[config.mk]
export PLATFORM = sky130hd
export DESIGN_NAME = if_stage_flat
export DESIGN_NICKNAME = d
export VERILOG_FILES = /design/src/rtl/my_pkg.sv /design/src/rtl/if_stage_if.sv /design/src/rtl/fetch_hold_buf.sv /design/src/rtl/if_stage.sv /design/src/flat_wrapper.sv
export SDC_FILE = /design/constraint.sdc
export NUM_CORES = 1
export LEC_CHECK = 0
export BUFFER_PORTS_ARGS = -buffer_cell sky130_fd_sc_hd__clkbuf_2
export CORE_UTILIZATION = 55
export CTS_CLUSTER_DIAMETER = 150
export DETAILED_ROUTE_END_ITERATION = 6
export PLACE_DENSITY_LB_ADDON = 0.2
export SYNTH_ARGS = -nofsm -noshare
export SYNTH_HDL_FRONTEND = slang
export SYNTH_SLANG_ARGS = --single-unit
[constraint.sdc]
create_clock -name clk -period 6.85 [get_ports clk]
set_input_delay 0.3425 -clock clk [delete_from_list [all_inputs] [get_ports clk]]
set_output_delay 0.3425 -clock clk [all_outputs]
set_load 0.01 [all_outputs]
[src/rtl/my_pkg.sv]
// Purpose: shared types and constants for the RISC-V Lite fetch stage.
// Latency: n/a (types only).
// Backpressure: n/a. Exports fetch_state_t, ifid_t, NOP_INSTR and a PC increment helper.
package my_pkg;

  // Fetch FSM: nothing pending, one SRAM read in flight, or one word parked in the hold buffer.
  typedef enum logic [1:0] {
    EMPTY    = 2'd0,
    INFLIGHT = 2'd1,
    HELD     = 2'd2
  } fetch_state_t;

  // addi x0,x0,0
  localparam logic [31:0] NOP_INSTR = 32'h0000_0013;

  typedef struct packed {
    logic        valid;
    logic [31:0] pc;
    logic [31:0] pc4;
    logic [31:0] instr;
  } ifid_t;

  // 32-bit modulo increment; wraps 32'hFFFF_FFFC to 0 silently.
  function automatic logic [31:0] pc_plus4(input logic [31:0] pc);
    return pc + 32'd4;
  endfunction

endpackage

[src/rtl/if_stage_if.sv]
// Purpose: bundles the fetch stage's control, SRAM and IF/ID signals.
// Latency: n/a (wiring only).
// Backpressure: stall/redirect flow into the stage; master = fetch stage, slave = its environment.
interface if_stage_if;
  logic        stall;
  logic        redirect;
  logic [31:0] redirect_pc;
  logic        imem_cs_n;
  logic [31:0] imem_addr;
  logic [31:0] imem_rdata;
  logic        ifid_valid;
  logic [31:0] ifid_pc;
  logic [31:0] ifid_pc4;
  logic [31:0] ifid_instr;
  logic        misalign;

  modport master (
    input  stall, redirect, redirect_pc, imem_rdata,
    output imem_cs_n, imem_addr, ifid_valid, ifid_pc, ifid_pc4, ifid_instr, misalign
  );

  modport slave (
    output stall, redirect, redirect_pc, imem_rdata,
    input  imem_cs_n, imem_addr, ifid_valid, ifid_pc, ifid_pc4, ifid_instr, misalign
  );
endinterface

[src/rtl/fetch_hold_buf.sv]
// Purpose: one-entry capture/release register parking an SRAM word that arrives during a stall.
// Latency: captured word visible the cycle after capture.
// Backpressure: none; clr wins over capture. Ports: clk, rst_n, clr, capture, cap_pc/cap_instr in; hold_v/hold_pc/hold_instr out.
module fetch_hold_buf (
  input  logic        clk,
  input  logic        rst_n,
  input  logic        clr,
  input  logic        capture,
  input  logic [31:0] cap_pc,
  input  logic [31:0] cap_instr,
  output logic        hold_v,
  output logic [31:0] hold_pc,
  output logic [31:0] hold_instr
);

  always_ff @(posedge clk) begin
    if (!rst_n) begin
      hold_v     <= 1'b0;
      hold_pc    <= 32'd0;
      hold_instr <= 32'd0;
    end else if (clr) begin
      hold_v <= 1'b0;
    end else if (capture) begin
      hold_v     <= 1'b1;
      hold_pc    <= cap_pc;
      hold_instr <= cap_instr;
    end
  end

endmodule

[src/rtl/if_stage.sv]
// Purpose: instruction fetch; owns PC, drives a 1-cycle synchronous SRAM, loads the IF/ID register.
// Latency: fetch issued in cycle N appears in IF/ID in cycle N+2; redirect target valid at R+3.
// Backpressure: stall freezes PC and IF/ID, parking any in-flight word; redirect squashes everything.
// Ports: clk, rst_n (sync, active-low), bus (if_stage_if.master: stall/redirect in, SRAM, IF/ID, misalign out).
module if_stage #(
  parameter logic [31:0] PC_RESET  = 32'h0000_0000,
  parameter logic [31:0] NOP_INSTR = my_pkg::NOP_INSTR
) (
  input  logic        clk,
  input  logic        rst_n,
  if_stage_if.master  bus
);
  import my_pkg::*;

  fetch_state_t state_q, state_d;
  logic [31:0]  pc_q;
  logic [31:0]  req_pc;
  ifid_t        ifid_q;
  logic         misalign_q;

  logic         req_v;
  logic         do_run;
  logic         do_capture;
  logic         do_clear;

  logic         hold_v;
  logic [31:0]  hold_pc;
  logic [31:0]  hold_instr;

  logic         avail_v;
  logic [31:0]  avail_pc;
  logic [31:0]  avail_instr;

  // ---------------- FSM: state register ----------------
  always_ff @(posedge clk) begin
    if (!rst_n) state_q <= EMPTY;
    else        state_q <= state_d;
  end

  // ---------------- FSM: next state ----------------
  always_comb begin
    state_d = state_q;
    if (bus.redirect) begin
      state_d = EMPTY;
    end else if (bus.stall) begin
      if (state_q == INFLIGHT) state_d = HELD;
    end else begin
      // Every run cycle issues a fetch, so one is always in flight afterwards.
      state_d = INFLIGHT;
    end
  end

  // ---------------- FSM: outputs ----------------
  always_comb begin
    req_v      = (state_q == INFLIGHT);
    do_run     = !bus.redirect && !bus.stall;
    // The SRAM word only exists this cycle, so a stall must park it now.
    do_capture = !bus.redirect && bus.stall && req_v;
    do_clear   = bus.redirect || do_run;
  end

  fetch_hold_buf u_hold (
    .clk        (clk),
    .rst_n      (rst_n),
    .clr        (do_clear),
    .capture    (do_capture),
    .cap_pc     (req_pc),
    .cap_instr  (bus.imem_rdata),
    .hold_v     (hold_v),
    .hold_pc    (hold_pc),
    .hold_instr (hold_instr)
  );

  // Hold entry is always older than a fresh SRAM word, so it takes precedence.
  always_comb begin
    avail_v     = 1'b0;
    avail_pc    = req_pc;
    avail_instr = bus.imem_rdata;
    if (hold_v) begin
      avail_v     = 1'b1;
      avail_pc    = hold_pc;
      avail_instr = hold_instr;
    end else if (req_v) begin
      avail_v = 1'b1;
    end
  end

  // ---------------- PC, request tag, IF/ID, misalign ----------------
  always_ff @(posedge clk) begin
    if (!rst_n) begin
      pc_q         <= PC_RESET;
      req_pc       <= 32'd0;
      ifid_q.valid <= 1'b0;
      ifid_q.pc    <= 32'd0;
      ifid_q.pc4   <= 32'd4;
      ifid_q.instr <= NOP_INSTR;
      misalign_q   <= 1'b0;
    end else begin
      misalign_q <= bus.redirect && (bus.redirect_pc[1:0] != 2'b00);
      if (bus.redirect) begin
        pc_q         <= {bus.redirect_pc[31:2], 2'b00};
        ifid_q.valid <= 1'b0;
        ifid_q.instr <= NOP_INSTR;
      end else if (do_run) begin
        pc_q   <= pc_plus4(pc_q);
        req_pc <= pc_q;
        if (avail_v) begin
          ifid_q.valid <= 1'b1;
          ifid_q.pc    <= avail_pc;
          ifid_q.pc4   <= pc_plus4(avail_pc);
          ifid_q.instr <= avail_instr;
        end else begin
          // Bubble keeps the last pc/pc4 so downstream never sees a bogus PC.
          ifid_q.valid <= 1'b0;
          ifid_q.instr <= NOP_INSTR;
        end
      end
    end
  end

  assign bus.imem_cs_n  = !rst_n || bus.stall || bus.redirect;
  assign bus.imem_addr  = pc_q;
  assign bus.ifid_valid = ifid_q.valid;
  assign bus.ifid_pc    = ifid_q.pc;
  assign bus.ifid_pc4   = ifid_q.pc4;
  assign bus.ifid_instr = ifid_q.instr;
  assign bus.misalign   = misalign_q;

endmodule

[src/flat_wrapper.sv]
// flat-port wrapper written by rule: the top's interface ports become plain ports
module if_stage_flat import my_pkg::*;
#(
  parameter logic [31:0] PC_RESET  = 32'h0000_0000,
  parameter logic [31:0] NOP_INSTR = my_pkg::NOP_INSTR
)
  (clk, rst_n, bus_stall, bus_redirect, bus_redirect_pc, bus_imem_rdata, bus_imem_cs_n, bus_imem_addr, bus_ifid_valid, bus_ifid_pc, bus_ifid_pc4, bus_ifid_instr, bus_misalign);
  if_stage_if bus_i ();
  input  logic clk;
  input  logic rst_n;
  input wire logic [$bits(bus_i.stall)-1:0] bus_stall;
  input wire logic [$bits(bus_i.redirect)-1:0] bus_redirect;
  input wire logic [$bits(bus_i.redirect_pc)-1:0] bus_redirect_pc;
  input wire logic [$bits(bus_i.imem_rdata)-1:0] bus_imem_rdata;
  output wire logic [$bits(bus_i.imem_cs_n)-1:0] bus_imem_cs_n;
  output wire logic [$bits(bus_i.imem_addr)-1:0] bus_imem_addr;
  output wire logic [$bits(bus_i.ifid_valid)-1:0] bus_ifid_valid;
  output wire logic [$bits(bus_i.ifid_pc)-1:0] bus_ifid_pc;
  output wire logic [$bits(bus_i.ifid_pc4)-1:0] bus_ifid_pc4;
  output wire logic [$bits(bus_i.ifid_instr)-1:0] bus_ifid_instr;
  output wire logic [$bits(bus_i.misalign)-1:0] bus_misalign;
  assign bus_i.stall = bus_stall;
  assign bus_i.redirect = bus_redirect;
  assign bus_i.redirect_pc = bus_redirect_pc;
  assign bus_i.imem_rdata = bus_imem_rdata;
  assign bus_imem_cs_n = bus_i.imem_cs_n;
  assign bus_imem_addr = bus_i.imem_addr;
  assign bus_ifid_valid = bus_i.ifid_valid;
  assign bus_ifid_pc = bus_i.ifid_pc;
  assign bus_ifid_pc4 = bus_i.ifid_pc4;
  assign bus_ifid_instr = bus_i.ifid_instr;
  assign bus_misalign = bus_i.misalign;
  if_stage #(.PC_RESET(PC_RESET), .NOP_INSTR(NOP_INSTR)) u_core (.clk(clk), .rst_n(rst_n), .bus(bus_i));
endmodule
==> parameters.txt <==
Parameter                              Value

Synthesis
  Top post-synthesis cells by area ... dfxtp_1 (45%), nand2_1 (8.8%), a21oi_1 (7.7%)
  Number of cells produced by synthesis ... 1212
  Post-synthesis sequential element count ... 219
  Combined area of all synthesized cells ... 9800 µm²
  Cell taking the most area after synthesis ... dfxtp_1
  Count of flip-flops with a built-in enable after synthesis ... 0
  Top cell type's share of synthesized area ... 44.7%
  Netlist cell types ... 64
  Cell types with the highest counts after synthesis ... nand2_1 (229), dfxtp_1 (219), a21oi_1 (150), nor2_1 (102), nand3_1 (68)
  Ys flop type ... dfxtp_1
  Async SR Flop Fraction ... 0%
  Total number of yosys warnings ... 0
  Per-instance average area after synthesis ... 8.09 µm²
  Proportion of synthesized chip area in sequential cells ... 44.7%
  Most numerous cell in the Yosys netlist ... nand2_1

STA
  Final setup viols ... 0
  Setup repair after global routing missed its margin ... no
  Worst slew pin tran ... 1200 ps
  Tmin final ... 3740 ps
  Clock skew ... 6.75 ps
  Tightest slew margin relative to the limit ... 20.3%
  Max-slew violation count ... 0
  Number of hold-slack violations in the final timing report ... 0
  Hold Worst Slack ... 65.2 ps
  Worst-case setup margin in the final layout ... 3110 ps
  Setup TNS ... 0 ps
  Fmax ... 267 MHz
  Fraction of the cycle the final worst path needs ... 54.6%

Power and ir drop
  Sequential share of power ... 47.8%
  Leakage power ... 4.17 nW
  Switching part of the total power ... 23.3%
  Clock share of power ... 45.9%
  Internal portion of total power ... 2.14 mW
  Portion of total power attributed to combinational logic ... 6.3%
  Maximum ir drop on the vdd rail ... 0.000191 V
  Power Total ... 2.79 mW
  Power per unit of standard cell area ... 242 nW/µm²
  Power spent charging and discharging nets ... 649 µW

Routing
  Number of remaining DRC errors ... 0
  Vias post-DR ... 9027
  Residual antenna-violating net count after detailed routing ... 0
  Via density ... 5.68
  Per-cell routed wire length ... 15.6 µm
  Detailed-routing iteration count for the pre-antenna-repair pass ... 5
  First-iteration detailed-routing DRC count ... 734
  Sum of routed wire length over all layers ... 24.9 mm

Critical path
  WP data required ... 7300 ps
  Crit-path max FO ... 74
  Critical register-to-register path endpoint ... u_core.bus.ifid_pc4[30]
  Series of cell instances along the critical path ... buf_4 -> mux2_2 -> ha_1 -> nand4_1 -> nor3_2 -> o211ai_1 -> or4_1 -> nand3_1
  R2r worst-path depth ... 8
  Beginning of the worst register-to-register path ... u_core.u_hold.hold_v
  Worst reg-to-reg setup slack ... 3110 ps
  Critical path startpoint category ... flip-flop
  Worst path arrival time ... 4190 ps
  Startpoint-to-endpoint class of the critical path ... flip-flop to flip-flop
  Slowest stage delay, CP ... 750 ps
  Crit. End Element ... flip-flop
  Slowest cell on the critical path ... dfxtp_4

Final layout
  Ratio of cells with drive above 1 in the final layout ... 19.3%
  Final Instance Count excl. Fillers ... 1590
  Antenna Diode Count ... 0
  Number of nets in the layout ... 1417
  Area grow syn2layout ... 17.6%

Clocking
  CTS H-Tree Depth ... 1
  Clock-pin slew of the registers on the worst-case setup and hold paths ... 60 ps
  Clock tree from TritonCTS ... yes
  Clock latency on the worst-skew pair ... 510 ps
  Clock sink total ... 219
  Number of gates given a new drive strength after cts ... 0
  Worst-case clock buffer depth ... 3
  Number of setup buffers added after CTS ... 0
  Root buf cell ... clkbuf_16
  Clock buffer count from CTS ... 24
  Post-CTS Hold Buffers ... 0

Floorplan
  Die Footprint ... 18400 µm²
  Die Y-Extent ... 135 µm
  Effective utilization at floorplan ... 56.5%
  Number of placement rows ... 48
  Die span in x ... 135 µm
  Core area ... 17400 µm²
  Boundary Pins ... 199

Global route
  Pin count of the biggest net entering global routing ... 82
  Number of antenna violations at the first check in global routing ... 0
  Vias in the first global route ... 7823
  Overall fraction of global-route tracks in use ... 26.8%
  Overflow left after global routing ... 0
  Met3 global-route usage ... 3.67%
  Global routing usage on met1 ... 41.4%
  M2 GR Usage ... 39.0%
  Wire length of the first global-routing pass ... 40.4 mm
  Most Crowded Layer GR ... met1

Hold path
  Min-Delay Path Class ... input pin to flip-flop
  Sink of the worst hold path ... u_core.u_hold.hold_instr[13]
  Beginning of the worst hold path ... bus_imem_rdata[13]
  Hold path cells ... 3

Flow run
  Max cap viols ... 0

Status
  Result of the run ... completed

Placed design
  Weighted congestion at the end of routability-driven global placement ... 0.871
  Worst Setup Slack post-DPL ... 3150 ps
  Placed cell count ... 1546
  Input/output buffers ... 192
  Post-DP HPWL ... 16.6 mm
-- metal layers --
layer / wire, µm / up-vias
met5: 0 / -
met2: 10800 / 318
li1: - / 4525
met3: 1800 / 29
met1: 12000 / 4155
met4: 344 / 0
-- cell usage in the layout (no fill, tap or decap), types with 3 or more instances in the layout --
master	n
a2111oi_0	3
a211oi_1	30
a21oi_1	150
a22oi_1	6
a31oi_1	4
and3_1	4
and4_1	6
buf_4	11
clkbuf_1	7
clkbuf_16	25
clkbuf_2	192
clkbuf_8	3
clkinv_2	6
conb_1	6
dfxtp_1	218
inv_1	4
mux2_2	4
mux2i_1	61
nand2_1	229
nand3_1	67
nand3b_1	12
nand3b_4	3
nand4_1	15
nand4b_1	3
nor2_1	101
nor2b_1	5
nor3_1	39
nor4_1	7
o211ai_1	9
o21ai_0	31
o21ai_1	5
o311ai_1	10
or3_1	4
xnor2_1	28
xor2_1	6
-- state kept, by name, indices dropped and copies added (netlist names) --
name                      cells
u_core.req_pc                30
u_core.bus.ifid_instr        32
u_core.u_hold.hold_instr     32
u_core.bus.ifid_pc4          30
u_core.u_hold.hold_v          1
u_core.bus.ifid_pc           30
u_core.bus.imem_addr         30
u_core.bus.misalign           1
u_core.u_hold.hold_pc        30
u_core.state_q                2
u_core.bus.ifid_valid         1
-- area by class of cell --
class                   count  area (µm²)
clock buffers              35         693
clock inverters             9        97.6
fillers                  1524        5830
repair buffers            203        1040
well taps                 225         282
flip-flops and latches    219        4390
multi-input cells         893        4990
inverters                   6        25.0
-- worst max path at each step --
stage | startpoint | to | cells past startpoint
3_3_place_gp | u_core.u_hold.hold_v | u_core.bus.ifid_pc4[30] | 8
4_1_cts | u_core.u_hold.hold_v | u_core.bus.ifid_pc4[30] | 8
5_1_grt | u_core.u_hold.hold_v | u_core.bus.ifid_pc4[30] | 8
6_report | u_core.u_hold.hold_v | u_core.bus.ifid_pc4[30] | 8
2_1_floorplan | u_core.u_hold.hold_v | u_core.bus.ifid_pc4[28] | 12
3_5_place_dp | u_core.u_hold.hold_v | u_core.bus.ifid_pc4[30] | 8
-- worst max-delay path, delay by kind of cell, from the launching register on --
family	cells	cell delay [ps]
flip-flops	1	750
AND/OR/NAND/NOR	4	1190
buffers and inverters	1	720
multiplexers	1	330
AO/OA/AOI/OAI	1	400
adder cells (fa/ha/maj)	1	270
-- power by group through the flow --
| stage | clock network, mW | registers [mW] | logic (mW) |
|---|---|---|---|
| 6_report | 1.28 | 1.33 | 0.175 |
| 5_1_grt | 1.35 | 1.34 | 0.195 |
| 3_5_place_dp | 0 | 1.36 | 0.174 |
| 2_1_floorplan | 0 | 1.36 | 0.107 |
| 4_1_cts | 1.30 | 1.33 | 0.175 |
| 3_3_place_gp | 0 | 1.36 | 0.173 |
-- logic make-up after synthesis --
family / synth area share [%]
AND/OR/NAND/NOR: 23.8
other: 0.0383
adder cells (fa/ha/maj): 0.255
flip-flops: 44.7
multiplexers: 6.69
AO/OA/AOI/OAI: 16.8
XOR/XNOR: 3.04
buffers and inverters: 4.62
-- stage by stage --
step                      area [µm²]  util (%)
after global placement         10700      61.8
final                          11500      66.4
after global routing           11500      66.4
after floorplan                 9820         -
after detailed placement       10700      61.8
after CTS                      11500      66.4
Power figures use the tool's default switching activity.
